**src/rtl/shift_pkg.sv**
```systemverilog
// Shared types and helpers for the multi-pass shift sequencer around leftshifter.
package shift_pkg;

   localparam int SHIFT_W     = 32;
   localparam int SHIFT_AMT_W = 5;

   typedef enum logic [1:0] {
      SHIFT_OP_SLL = 2'b00,
      SHIFT_OP_SRL = 2'b01,
      SHIFT_OP_SRA = 2'b10,
      SHIFT_OP_ROL = 2'b11
   } shift_op_t;

   typedef enum logic [1:0] {
      ST_IDLE  = 2'd0,
      ST_PASS1 = 2'd1,
      ST_PASS2 = 2'd2,
      ST_DONE  = 2'd3
   } shift_seq_state_t;

   // Pure wiring: bit i of the result is bit (W-1-i) of the input.
   function automatic logic [SHIFT_W-1:0] bit_rev(input logic [SHIFT_W-1:0] x);
      for (int i = 0; i < SHIFT_W; i++) begin
         bit_rev[i] = x[SHIFT_W-1-i];
      end
   endfunction

endpackage

```
**src/rtl/shift_sequencer_if.sv**
```systemverilog
// Request/result handshake bundle for shift_sequencer; the sequencer is the slave.
interface shift_sequencer_if;
   import shift_pkg::*;

   logic                   in_valid;
   logic                   in_ready;
   logic [SHIFT_W-1:0]     in_data;
   logic [SHIFT_AMT_W-1:0] in_amt;
   logic [1:0]             in_op;
   logic                   out_valid;
   logic                   out_ready;
   logic [SHIFT_W-1:0]     out_data;
   logic                   out_err;
   logic                   busy;

   modport master (
      output in_valid, in_data, in_amt, in_op, out_ready,
      input  in_ready, out_valid, out_data, out_err, busy
   );

   modport slave (
      input  in_valid, in_data, in_amt, in_op, out_ready,
      output in_ready, out_valid, out_data, out_err, busy
   );

endinterface

```
**src/rtl/leftshifter.sv**
```systemverilog
// Shared 32-bit combinational logical left shifter.
module leftshifter
   import shift_pkg::*;
(
   input  logic [SHIFT_W-1:0]     a,
   input  logic [SHIFT_AMT_W-1:0] amt,
   output logic [SHIFT_W-1:0]     y
);

   assign y = a << amt;

endmodule

```
**src/rtl/shift_sequencer.sv**
```systemverilog
// Multi-pass shift sequencer: SLL/SRL/SRA (and ROL when SHIFT_SEQ_ROTATE_EN is
// defined) built from one leftshifter plus bit-reversal wiring.
//
// state    | meaning
// ST_IDLE  | ready for a request, operands latched on accept
// ST_PASS1 | first shifter pass, result into acc
// ST_PASS2 | SRA sign fill or ROL wrap-around bits ORed into acc
// ST_DONE  | result held on out_data until out_ready
module shift_sequencer
   import shift_pkg::*;
(
   input  logic           clock,
   input  logic           reset_n,
   shift_sequencer_if.slave bus
);

   shift_seq_state_t       state_q, state_nxt;
   logic [SHIFT_W-1:0]     d_q, acc_q, acc_nxt;
   logic [SHIFT_AMT_W-1:0] k_q;
   shift_op_t              op_q;
   logic                   err_q, err_nxt;
   logic                   accept;
   logic [SHIFT_W-1:0]     sh_in, sh_out;
   logic [SHIFT_AMT_W-1:0] sh_amt;

   leftshifter u_leftshifter (
      .a   (sh_in),
      .amt (sh_amt),
      .y   (sh_out)
   );

   // Shifter operand mux, kept apart from the next-state logic so the
   // shifter output never feeds back into the block that drives its input.
   always_comb begin
      sh_in  = d_q;
      sh_amt = k_q;
      if (state_q == ST_PASS1) begin
         if (op_q == SHIFT_OP_SRL || op_q == SHIFT_OP_SRA) begin
            sh_in = bit_rev(d_q);
         end
`ifndef SHIFT_SEQ_ROTATE_EN
         if (op_q == SHIFT_OP_ROL) begin
            sh_in  = '0;
            sh_amt = '0;
         end
`endif
      end else if (state_q == ST_PASS2) begin
         if (op_q == SHIFT_OP_SRA) begin
            sh_in = '1;
         end
`ifdef SHIFT_SEQ_ROTATE_EN
         if (op_q == SHIFT_OP_ROL) begin
            sh_in  = bit_rev(d_q);
            sh_amt = SHIFT_AMT_W'(SHIFT_W) - k_q;
         end
`endif
      end
   end

   always_comb begin
      state_nxt = state_q;
      acc_nxt   = acc_q;
      err_nxt   = err_q;
      accept    = bus.in_valid & bus.in_ready;
      unique case (state_q)
         ST_IDLE: begin
            if (accept) begin
               state_nxt = ST_PASS1;
               err_nxt   = 1'b0;
            end
         end
         ST_PASS1: begin
            unique case (op_q)
               SHIFT_OP_SLL: begin
                  acc_nxt   = sh_out;
                  state_nxt = ST_DONE;
               end
               SHIFT_OP_SRL: begin
                  acc_nxt   = bit_rev(sh_out);
                  state_nxt = ST_DONE;
               end
               SHIFT_OP_SRA: begin
                  acc_nxt   = bit_rev(sh_out);
                  state_nxt = ST_PASS2;
               end
               SHIFT_OP_ROL: begin
`ifdef SHIFT_SEQ_ROTATE_EN
                  acc_nxt   = sh_out;
                  state_nxt = ST_PASS2;
`else
                  acc_nxt   = '0;
                  err_nxt   = 1'b1;
                  state_nxt = ST_DONE;
`endif
               end
               default: state_nxt = ST_DONE;
            endcase
         end
         ST_PASS2: begin
            // sh_out here is the fill mask (SRA) or the wrapped-around bits (ROL).
            if (op_q == SHIFT_OP_SRA) begin
               acc_nxt = acc_q | (d_q[SHIFT_W-1] ? ~bit_rev(sh_out) : '0);
            end else begin
               acc_nxt = acc_q | bit_rev(sh_out);
            end
            state_nxt = ST_DONE;
         end
         ST_DONE: begin
            if (bus.out_ready) begin
               state_nxt = ST_IDLE;
            end
         end
         default: state_nxt = ST_IDLE;
      endcase
   end

   always_ff @(posedge clock or negedge reset_n) begin
      if (!reset_n) begin
         state_q <= ST_IDLE;
         d_q     <= '0;
         k_q     <= '0;
         op_q    <= SHIFT_OP_SLL;
         acc_q   <= '0;
         err_q   <= 1'b0;
      end else begin
         state_q <= state_nxt;
         acc_q   <= acc_nxt;
         err_q   <= err_nxt;
         if (accept) begin
            d_q  <= bus.in_data;
            k_q  <= bus.in_amt;
            op_q <= shift_op_t'(bus.in_op);
         end
      end
   end

   assign bus.in_ready  = (state_q == ST_IDLE) & reset_n;
   assign bus.out_valid = (state_q == ST_DONE);
   assign bus.out_data  = acc_q;
   assign bus.out_err   = err_q;
   assign bus.busy      = (state_q != ST_IDLE);

endmodule

```
**src/flat_wrapper.sv**
```systemverilog
// flat-port wrapper written by rule: the top's interface ports become plain ports
module shift_sequencer_flat import shift_pkg::*;
  (clock, reset_n, bus_in_valid, bus_in_data, bus_in_amt, bus_in_op, bus_out_ready, bus_in_ready, bus_out_valid, bus_out_data, bus_out_err, bus_busy);
  shift_sequencer_if bus_i ();
  input  logic clock;
  input  logic reset_n;
  input wire logic [$bits(bus_i.in_valid)-1:0] bus_in_valid;
  input wire logic [$bits(bus_i.in_data)-1:0] bus_in_data;
  input wire logic [$bits(bus_i.in_amt)-1:0] bus_in_amt;
  input wire logic [$bits(bus_i.in_op)-1:0] bus_in_op;
  input wire logic [$bits(bus_i.out_ready)-1:0] bus_out_ready;
  output wire logic [$bits(bus_i.in_ready)-1:0] bus_in_ready;
  output wire logic [$bits(bus_i.out_valid)-1:0] bus_out_valid;
  output wire logic [$bits(bus_i.out_data)-1:0] bus_out_data;
  output wire logic [$bits(bus_i.out_err)-1:0] bus_out_err;
  output wire logic [$bits(bus_i.busy)-1:0] bus_busy;
  assign bus_i.in_valid = bus_in_valid;
  assign bus_i.in_data = bus_in_data;
  assign bus_i.in_amt = bus_in_amt;
  assign bus_i.in_op = bus_in_op;
  assign bus_i.out_ready = bus_out_ready;
  assign bus_in_ready = bus_i.in_ready;
  assign bus_out_valid = bus_i.out_valid;
  assign bus_out_data = bus_i.out_data;
  assign bus_out_err = bus_i.out_err;
  assign bus_busy = bus_i.busy;
  shift_sequencer u_core (.clock(clock), .reset_n(reset_n), .bus(bus_i));
endmodule
```
**config.mk**
```make
export PLATFORM = sky130hd
export DESIGN_NAME = shift_sequencer_flat
export DESIGN_NICKNAME = d
export VERILOG_FILES = /design/src/rtl/shift_pkg.sv /design/src/rtl/shift_sequencer_if.sv /design/src/rtl/leftshifter.sv /design/src/rtl/shift_sequencer.sv /design/src/flat_wrapper.sv
export SDC_FILE = /design/constraint.sdc
export NUM_CORES = 1
export LEC_CHECK = 0
export ABC_AREA = 1
export BUFFER_PORTS_ARGS = -buffer_cell sky130_fd_sc_hd__buf_2
export CELL_PAD_IN_SITES_DETAIL_PLACEMENT = 1
export CELL_PAD_IN_SITES_GLOBAL_PLACEMENT = 2
export CORE_MARGIN = 2
export CORE_UTILIZATION = 28
export CTS_CLUSTER_DIAMETER = 40
export CTS_CLUSTER_SIZE = 12
export DETAILED_ROUTE_END_ITERATION = 16
export PLACE_DENSITY = 0.76
export SLEW_MARGIN = 20
export SYNTH_ARGS = -nofsm -noshare
export SYNTH_HDL_FRONTEND = slang
export SYNTH_SLANG_ARGS = --single-unit
export TNS_END_PERCENT = 1
```
**constraint.sdc**
```tcl
create_clock -name clock -period 3.8 [get_ports clock]
set_input_delay 0 -clock clock [delete_from_list [all_inputs] [get_ports clock]]
set_output_delay 0 -clock clock [all_outputs]
set_load 0.05 [all_outputs]
```
==> flow_metrics.env <==
export IMPL_initial_core_util=0.285
export IMPL_die_y_um=161
export IMPL_cp_slowest_cell="nor2_8"
export IMPL_wirelength_um=27000
export IMPL_die_w_um=161
export IMPL_cpMostUsedCell="nand3_1"
export IMPL_netlist_cell_type_count=30
export IMPL_maxCapViolCount=0
export IMPL_numPortBuffers=78
export IMPL_grt_remaining_overflow=0
export IMPL_skew_ps=9.13
export IMPL_globalplace_congestion=0.867
export IMPL_clkSinkCount=74
export IMPL_status="complete, no violations"
export IMPL_syn_area_per_cell_um2=6.01
export IMPL_nets=1273
export IMPL_initialDrtViolationCount=575
export IMPL_groute_usage_overall=0.217
export IMPL_dr_pass1_iters=5
export IMPL_wl_per_cell_um=17.4
export IMPL_dp_hpwl_um=19100
export IMPL_setup_viol=0
export IMPL_syn_inst=1153
export IMPL_grt_max_degree=74
export IMPL_crit_path_end_kind="flop"
export IMPL_clockBufferDepth=2
export IMPL_crit_type="reg -> reg"
export IMPL_coreArea_um2=24300
export IMPL_drc=0
export IMPL_tns_ps=0
export IMPL_cts_made_buffers=9
export IMPL_drive_gt1_frac=0.132
export IMPL_crit_chain="inv_1, ha_1, inv_2, nor2_8, nand3_1, nand3_1, nand3_1, nand2_2, nand2_2, o21ai_1, nand2_1, nand2_1, nand3_1, nand3_1, nand2_1"
export IMPL_yosysSeqAreaShare=0.267
export IMPL_cts_root_buf="clkbuf_16"
export IMPL_grt_pass1_wl_um=45400
export IMPL_pin_count=79
export IMPL_synth_cell_area_um2=6930
export IMPL_cts_resized=0
export IMPL_hold_path_class="in -> reg"
export IMPL_crit_required_ps=4040
export IMPL_worstMarginPinSlew_ps=967
export IMPL_dieArea_um2=26000
export IMPL_start_kind="flop"
export IMPL_cts_tree="built"
export IMPL_cpPeakStageDelay_ps=510
export IMPL_clk_pin_slew_ps=60
export IMPL_fin_crit_ps=3240
export IMPL_cts_setup_buffers=0
export IMPL_htreeDepth=3
export IMPL_std_cell_rows=57
export IMPL_fmax_mhz=308
export IMPL_syn_nets=1204
export IMPL_slew_headroom=0.354
export IMPL_grt_pass1_vias=8348
export IMPL_hold_viol=0
export IMPL_vias_per_cell=5.25
export IMPL_critPathArrivalTime_ps=3490
export IMPL_final_antenna_net_count=0
export IMPL_worst_path_max_fanout=33
export IMPL_clock_latency_ps=360
export IMPL_period_share=0.854
export IMPL_antennaDiodeCount=0
export IMPL_layout_area_overhead_vs_synth_pct=18.9
export IMPL_vias=8136
export IMPL_rsz0062_at_grt="no"
export IMPL_finalMaxSlewViolations=0
export IMPL_ys_ff_latch=74
export IMPL_n_fill_cell=3205
export IMPL_antenna_found_initial=0
export IMPL_yosysWarnings=0
[per-stage QoR]
step / instances / hold WS [ps] / utilization / setup WS, ps / area, um^2
detailed placement: 1493 / -33.1 / 0.308 / 576 / 7480
finish: 1551 / 36.1 / 0.339 / 555 / 8250
global placement: 1493 / -42.7 / 0.308 / 690 / 7480
CTS: 1551 / 20.1 / 0.339 / 565 / 8250
floorplan: 1153 / -296 / - / 1640 / 6930
global route: 1551 / 101 / 0.339 / 166 / 8250
[layer usage]
metal / track usage / share of wire / vias to the layer above
li1: - / - / 3995
met4: 0.0564 / 0.017 / 0
met3: 0.0241 / 0.036 / 27
met5: 0 / 0 / -
met2: 0.370 / 0.48 / 138
met1: 0.292 / 0.47 / 3976
[flip-flops by register name (all words and copies together), names as in the netlist]
register / flops
u_core.bus.out_data: 32
u_core.bus.out_err: 1
u_core.d_q: 32
u_core.k_q: 5
u_core.op_q: 2
u_core.state_q: 2
[cells in the mapped netlist (all sizes together)]
| master | instances | area [um^2] |
|---|---|---|
| a21boi | 1 | 7.51 |
| a21oi | 16 | 80.1 |
| a31oi | 1 | 6.26 |
| buf | 50 | 275 |
| clkbuf | 30 | 113 |
| clkinv | 1 | 3.75 |
| dfrtp | 74 | 1850 |
| ha | 8 | 100 |
| inv | 72 | 273 |
| nand2 | 364 | 1410 |
| nand3 | 407 | 2150 |
| nand4 | 14 | 87.6 |
| nor2 | 48 | 226 |
| o211ai | 3 | 22.5 |
| o21a | 3 | 22.5 |
| o21ai | 59 | 295 |
| o21bai | 1 | 7.51 |
| o2bb2ai | 1 | 8.76 |
[worst paths after layout]
kind / cells past startpoint / from / endpoint / slack (ps)
max in group asynchronous: 3 / reset_n / u_core.bus.out_data[8] / 2670
min in group asynchronous: 2 / reset_n / u_core.d_q[27] / 110
setup reg to reg: 15 / u_core.state_q[1] / u_core.bus.out_data[12] / 560
hold / removal: 4 / bus_in_valid / u_core.d_q[31] / 40
setup / recovery: 15 / u_core.state_q[1] / u_core.bus.out_data[12] / 560
hold reg to reg: 2 / u_core.bus.out_data[9] / u_core.bus.out_data[9] / 500
[placed cells by master (no fill, tap or decap), types with 4 or more instances in the layout]
cell           instances
ha_1                   8
dfrtp_1               74
nand2_2                8
buf_4                 19
inv_2                  9
nor2_1                40
inv_1                 62
dlygate4sd3_1         42
nand3_2               22
o21ai_0               46
a21oi_1               16
nor2_2                 4
o21ai_1               13
clkbuf_16              9
nand3_1              385
nand4_1               14
nand2_1              353
buf_2                 77
[final cells by class]
| class | count | area, um^2 | area share |
|---|---|---|---|
| multi-input combinational | 926 | 4420 | 0.536 |
| timing repair buffer | 138 | 948 | 0.115 |
| clock inverter | 6 | 114 | 0.0138 |
| inverter | 73 | 277 | 0.0335 |
| sequential | 74 | 1850 | 0.225 |
| clock buffer | 10 | 229 | 0.0278 |
| tap | 324 | 405 | 0.0492 |
[cells by family (layout without fill, tap and decap cells)]
logic type / count (synthesis) / count (layout) / share of synthesized area
compound gates: 85 / 85 / 0.0650
fa+ha+maj: 8 / 8 / 0.0144
buf+inv: 153 / 227 / 0.0958
flops: 74 / 74 / 0.267
simple gates: 833 / 833 / 0.558
[worst max-delay path: cells and delay by family, from the launching register on]
family | cells | cell delay (ps)
adders and majority gates | 1 | 290
DFF | 1 | 410
AOI/OAI and AO/OA | 1 | 410
buffers and inverters | 2 | 430
and+or+nand+nor | 11 | 1600
[timing repair]
action | CTS | global route
setup endpoints to repair | 0 | 0
hold buffers | 42 | 0
endpoints found under the hold margin | 66 | 0
Power is left out: the tool's default activity adds up to more than one toggle a clock period on the data nets, which glitch-free logic cannot reach.
